**config.mk**
```make
export PLATFORM = sky130hd
export DESIGN_NAME = serial_to_parallel_flat
export DESIGN_NICKNAME = d
export VERILOG_FILES = /design/src/rtl/serial_to_parallel_if.sv /design/src/rtl/serial_to_parallel.sv /design/src/flat_wrapper.sv
export SDC_FILE = /design/constraint.sdc
export NUM_CORES = 1
export LEC_CHECK = 0
export CAP_MARGIN = 20
export CORE_MARGIN = 1.5
export CORE_UTILIZATION = 50
export CTS_CLUSTER_DIAMETER = 100
export DETAILED_ROUTE_END_ITERATION = 12
export DONT_BUFFER_PORTS = 1
export GPL_TIMING_DRIVEN = 0
export SLEW_MARGIN = 20
export SYNTH_ARGS = -nofsm -noshare
export SYNTH_HDL_FRONTEND = slang
export SYNTH_SLANG_ARGS = --single-unit
```
**constraint.sdc**
```tcl
create_clock -name clk_i -period 1.8 [get_ports clk_i]
set_input_delay 0.36 -clock clk_i [delete_from_list [all_inputs] [get_ports clk_i]]
set_output_delay 0.36 -clock clk_i [all_outputs]
set_load 0.02 [all_outputs]
```
**src/rtl/serial_to_parallel_if.sv**
```systemverilog
// Word-stream handshake and parallel result bundle for serial_to_parallel.
// The master is the word source and vector consumer; the slave is the deserializer.
interface serial_to_parallel_if #(
  parameter int N      = 8,
  parameter int Length = 3
);
  localparam int CW = $clog2(Length + 1);

  logic          start_i;
  logic [CW-1:0] word_count_i;
  logic          en_i;
  logic [N-1:0]  data_i;
  logic          ready_o;
  logic [N-1:0]  data_o [Length-1:0];
  logic [CW-1:0] count_o;
  logic          running_o;
  logic          done_o;

  modport master (
    output start_i, word_count_i, en_i, data_i,
    input  ready_o, data_o, count_o, running_o, done_o
  );

  modport slave (
    input  start_i, word_count_i, en_i, data_i,
    output ready_o, data_o, count_o, running_o, done_o
  );
endinterface

```
**src/rtl/serial_to_parallel.sv**
```systemverilog
// Deserializer: gathers up to Length N-bit words, one per accepted beat, into a
// parallel register array and pulses done_o once the requested count is captured.
module serial_to_parallel #(
  parameter int N      = 8,
  parameter int Length = 3
) (
  input  logic                clk_i,
  input  logic                rst_ni,
  input  logic                srst_i,
  input  logic                assert_on_i,
  serial_to_parallel_if.slave bus
);
  localparam int CW = $clog2(Length + 1);

  typedef enum logic [1:0] {IDLE, COLLECT, DONE} state_t;

  state_t        state_q;
  logic [CW-1:0] target_q;
  logic [CW-1:0] count_q;
  logic [CW-1:0] count_nxt;
  logic [CW-1:0] target_new;
  logic [N-1:0]  data_q [Length-1:0];
  logic          ready_q;
  logic          running_q;
  logic          done_q;
  logic          clamp;
  logic          done_d1;

  assign clamp      = bus.word_count_i > CW'(Length);
  assign target_new = clamp ? CW'(Length) : bus.word_count_i;
  assign count_nxt  = count_q + CW'(1);

  always_ff @(posedge clk_i or negedge rst_ni) begin
    if (!rst_ni) begin
      state_q   <= IDLE;
      target_q  <= '0;
      count_q   <= '0;
      ready_q   <= 1'b0;
      running_q <= 1'b0;
      done_q    <= 1'b0;
      for (int i = 0; i < Length; i++) data_q[i] <= '0;
    end else if (srst_i) begin
      state_q   <= IDLE;
      target_q  <= '0;
      count_q   <= '0;
      ready_q   <= 1'b0;
      running_q <= 1'b0;
      done_q    <= 1'b0;
      for (int i = 0; i < Length; i++) data_q[i] <= '0;
    end else begin
      case (state_q)
        IDLE: begin
          if (bus.start_i) begin
            target_q <= target_new;
            count_q  <= '0;
            for (int i = 0; i < Length; i++) data_q[i] <= '0;
            // A zero-length frame completes without ever opening the port.
            if (target_new == '0) begin
              state_q <= DONE;
              done_q  <= 1'b1;
            end else begin
              state_q   <= COLLECT;
              ready_q   <= 1'b1;
              running_q <= 1'b1;
            end
          end
        end
        COLLECT: begin
          if (bus.en_i) begin
            for (int i = 0; i < Length; i++) begin
              if (count_q == CW'(i)) data_q[i] <= bus.data_i;
            end
            count_q <= count_nxt;
            if (count_nxt == target_q) begin
              state_q   <= DONE;
              ready_q   <= 1'b0;
              running_q <= 1'b0;
              done_q    <= 1'b1;
            end
          end
        end
        DONE: begin
          state_q <= IDLE;
          done_q  <= 1'b0;
        end
        default: begin
          state_q   <= IDLE;
          ready_q   <= 1'b0;
          running_q <= 1'b0;
          done_q    <= 1'b0;
        end
      endcase
    end
  end

  assign bus.data_o    = data_q;
  assign bus.count_o   = count_q;
  assign bus.ready_o   = ready_q;
  assign bus.running_o = running_q;
  assign bus.done_o    = done_q;

  // Previous-cycle done, used only by the protocol checks below.
  always_ff @(posedge clk_i or negedge rst_ni) begin
    if (!rst_ni) done_d1 <= 1'b0;
    else         done_d1 <= done_q;
  end

  always @(posedge clk_i) begin
    if (rst_ni && !srst_i && assert_on_i) begin
      assert (count_q <= target_q)
        else $error("count_o %0d exceeds target %0d", count_q, target_q);
      assert (!(done_q && done_d1))
        else $error("done_o high on two consecutive cycles");
      assert (!(ready_q && done_q))
        else $error("ready_o and done_o both high");
      if (state_q == IDLE && bus.start_i) begin
        assert (!clamp)
          else $warning("word_count_i %0d clamped to %0d", bus.word_count_i, Length);
      end
    end
  end
endmodule

```
**src/flat_wrapper.sv**
```systemverilog
// flat-port wrapper written by rule: the top's interface ports become plain ports
module serial_to_parallel_flat 
#(
  parameter int N      = 8,
  parameter int Length = 3
)
  (clk_i, rst_ni, srst_i, assert_on_i, bus_start_i, bus_word_count_i, bus_en_i, bus_data_i, bus_ready_o, bus_data_o, bus_count_o, bus_running_o, bus_done_o);
  serial_to_parallel_if #(.N(N), .Length(Length)) bus_i ();
  input  logic clk_i;
  input  logic rst_ni;
  input  logic srst_i;
  input  logic assert_on_i;
  input wire logic [$bits(bus_i.start_i)-1:0] bus_start_i;
  input wire logic [$bits(bus_i.word_count_i)-1:0] bus_word_count_i;
  input wire logic [$bits(bus_i.en_i)-1:0] bus_en_i;
  input wire logic [$bits(bus_i.data_i)-1:0] bus_data_i;
  output wire logic [$bits(bus_i.ready_o)-1:0] bus_ready_o;
  output wire logic [$bits(bus_i.data_o)-1:0] bus_data_o;
  output wire logic [$bits(bus_i.count_o)-1:0] bus_count_o;
  output wire logic [$bits(bus_i.running_o)-1:0] bus_running_o;
  output wire logic [$bits(bus_i.done_o)-1:0] bus_done_o;
  assign bus_i.start_i = bus_start_i;
  assign bus_i.word_count_i = bus_word_count_i;
  assign bus_i.en_i = bus_en_i;
  assign bus_i.data_i = bus_data_i;
  assign bus_ready_o = bus_i.ready_o;
  assign bus_data_o = {>>{bus_i.data_o}};
  assign bus_count_o = bus_i.count_o;
  assign bus_running_o = bus_i.running_o;
  assign bus_done_o = bus_i.done_o;
  serial_to_parallel #(.N(N), .Length(Length)) u_core (.clk_i(clk_i), .rst_ni(rst_ni), .srst_i(srst_i), .assert_on_i(assert_on_i), .bus(bus_i));
endmodule
```
==> flow_metrics.env <==
export IMPL_status="finished, final reports clean"
export IMPL_crit_fanout=6
export IMPL_cts_made_buffers=5
export IMPL_p_per_area_nw_per_um2=901
export IMPL_hpwl_um=2110
export IMPL_grt_ovfl_total=0
export IMPL_num_antenna_cells=0
export IMPL_clockBufferDepth=2
export IMPL_crit_path_end="u_core.state_q[0]"
export IMPL_postSynthAreaPerCell_um2=13.2
export IMPL_crit_required_ns=1.99
export IMPL_hold_violations=0
export IMPL_drv_slew=0
export IMPL_fp_coreArea_um2=2730
export IMPL_clock_latency_ns=0.33
export IMPL_worst_r2r_endpoint="u_core.state_q[0]"
export IMPL_yosysUniqueCellTypes=30
export IMPL_vias_per_cell=6.56
export IMPL_first_pass_iters=4
export IMPL_setup_viol=0
export IMPL_cts_sinks=32
export IMPL_wl_per_cell_um=21.1
export IMPL_relSlewSlack_pct=56.1
export IMPL_drv_cap=0
export IMPL_htreeDepth=2
export IMPL_synthesis_instances=108
export IMPL_post_route_drc_count=0
export IMPL_grt_max_degree=33
export IMPL_max_slew_worst_pin_slew_ns=0.659
export IMPL_globalplace_congestion=0.827
export IMPL_crit_start="u_core.bus.count_o[0]"
export IMPL_layout_nets=137
export IMPL_io_buffers=0
export IMPL_final_cell_mix="dfrtp_1, a32o_1, nand2_1"
export IMPL_ys_warnings_count=0
export IMPL_vias=984
export IMPL_path_class="reg2reg"
export IMPL_clock_fmax_mhz=606
export IMPL_min_path_cells=1
export IMPL_period_share_pct=91.6
export IMPL_path_clk_slew_ns=0.10
export IMPL_die_area_um2=3180
export IMPL_row_count=19
export IMPL_leakagePower_nw=0.676
export IMPL_antenna_found_initial=0
export IMPL_synth_seq_area_share_pct=56.1
export IMPL_root_buffer="clkbuf_4"
export IMPL_pin_count=45
export IMPL_synth_nets=127
export IMPL_die_x_um=56.4
export IMPL_rsz0062_at_grt="no"
export IMPL_ant_nets=0
export IMPL_ir_worst_vdd_mv=0.814
export IMPL_grt_pass1_wl_um=5270
export IMPL_period_needed_ns=1.65
export IMPL_rr_worst_depth=5
export IMPL_hold_worst_slack_ns=0.178
export IMPL_r2r_start="u_core.bus.count_o[0]"
export IMPL_fin_util_pct=59.2
export IMPL_cts_tree="yes"
export IMPL_end_kind="flop"
export IMPL_grt_usage_pct=22.4
export IMPL_hold_class="in2reg"
export IMPL_drt_iter0_drc=35
export IMPL_grt_pass1_vias=1052
export IMPL_syn_to_final_growth_pct=13.4
export IMPL_critPathArrivalTime_ns=1.84
export IMPL_netlist_area_um2=1430
export IMPL_start_util_pct=52.2
export IMPL_layout_commonest_cell="dfrtp_1"
export IMPL_final_layout_size_suffix_gt1_share_pct=21.8
export IMPL_fin_worst_skew_ns=0.0125
export IMPL_die_y_um=56.4
export IMPL_r2r_slack_ns=0.15
export IMPL_crit_path_start_kind="flop"
export IMPL_ys_ff_latch=32
export IMPL_wl_um=3160
[layer usage]
layer	global-route usage (%)	up-vias	wire length [um]
li1	-	446	-
met1	27.6	496	1350
met2	34.2	36	1520
met3	10.1	6	239
met4	8.84	0	56
met5	0	-	0
[cell usage after synthesis]
cell | n | area (um2)
a311oi_4 | 2 | 52.6
nor2b_2 | 1 | 8.76
clkbuf_1 | 2 | 7.51
xor2_1 | 1 | 8.76
nand2b_1 | 1 | 6.26
o21a_1 | 1 | 7.51
mux2i_1 | 2 | 20.0
o31a_1 | 1 | 8.76
nor4_1 | 1 | 6.26
a21oi_1 | 2 | 10.0
buf_6 | 1 | 11.3
nor3b_1 | 1 | 7.51
dfrtp_1 | 32 | 801
nand3_1 | 2 | 10.0
nand4b_1 | 1 | 8.76
inv_1 | 2 | 7.51
ha_1 | 3 | 37.5
a311oi_2 | 1 | 15.0
nor3_1 | 1 | 5.00
xnor2_1 | 1 | 8.76
a31oi_1 | 2 | 12.5
nor3b_4 | 1 | 18.8
buf_2 | 3 | 15.0
buf_4 | 1 | 7.51
nor2_1 | 6 | 22.5
o21bai_1 | 1 | 7.51
nand2_1 | 7 | 26.3
or2_2 | 1 | 6.26
nand3b_1 | 3 | 22.5
a32o_1 | 24 | 240
[how the worst min path moves through the flow]
stage                        startpoint                    end  slack (ns)
after floorplan                  rst_ni  u_core.bus.count_o[0]        0.06
after global placement           rst_ni  u_core.bus.count_o[0]        0.07
after CTS                 bus_data_i[4]  u_core.bus.data_o[12]        0.17
after global routing      bus_data_i[6]  u_core.bus.data_o[22]        0.15
final                     bus_data_i[5]  u_core.bus.data_o[13]        0.18
after detailed placement         rst_ni   u_core.bus.data_o[0]        0.07
[state kept, by name, indices dropped and copies added, names as in the netlist]
| name | count |
|---|---|
| u_core.bus.count_o | 2 |
| u_core.bus.data_o | 24 |
| u_core.bus.done_o | 1 |
| u_core.bus.ready_o | 1 |
| u_core.state_q | 2 |
| u_core.target_q | 2 |
[final cells by class]
cell class / count / area, um2
inverters: 2 / 7.51
clock inverters: 2 / 35.0
fillers: 234 / 1110
flip-flops and latches: 32 / 803
plain buffers: 7 / 41.3
well taps: 31 / 38.8
clock buffers: 6 / 41.3
repair buffers: 3 / 50.0
multi-input cells: 67 / 602
[kinds of logic (layout without fill, tap and decap cells)]
group	count (synthesis)	count (layout)	synth area share [%]
DFF	32	32	56.1
xor gates and xnor gates	2	2	1.23
and+or+nand+nor	26	26	10.4
buffers and inverters	9	20	3.42
adders and majority gates	3	3	2.63
muxes	2	2	1.40
AOI/OAI and AO/OA	34	34	24.8
[report_power, final]
group | switching, mW | total (mW) | internal (mW)
Combinational | 0.107 | 0.171 | 0.0641
Sequential | 0.0221 | 0.754 | 0.732
Clock | 0.242 | 0.534 | 0.291
Total | 0.372 | 1.46 | 1.09
[what timing repair did]
item | 4_1_cts | 5_1_grt
hold buffers | 2 | 0
pin swaps | 0 | 1
endpoints found under the hold margin | 32 | 0
setup endpoints to repair | 28 | 18
buffers inserted | 0 | 1
gates resized for setup | 5 | 2
[metrics by stage]
stage / power, mW / TNS (ns) / std cells / instance area, um2 / setup WS, ns
final: 1.46 / 0 / 150 / 1620 / 0.150
after global placement: 0.901 / -0.218 / 139 / 1470 / -0.0650
after global routing: 1.52 / 0 / 150 / 1620 / 0.0112
after detailed placement: 0.904 / -0.527 / 139 / 1470 / -0.0984
after floorplan: 0.873 / 0 / 108 / 1430 / 0.169
after CTS: 1.47 / 0 / 149 / 1600 / 0.0321
[worst max-delay path, cell delays in order, from the launching register on]
cell	delay (ns)
dfrtp_2	0.49
inv_1	0.12
ha_1	0.35
xor2_1	0.16
nor3_2	0.31
nor4_1	0.09
Note: power is estimated with default switching activity, not from simulation.
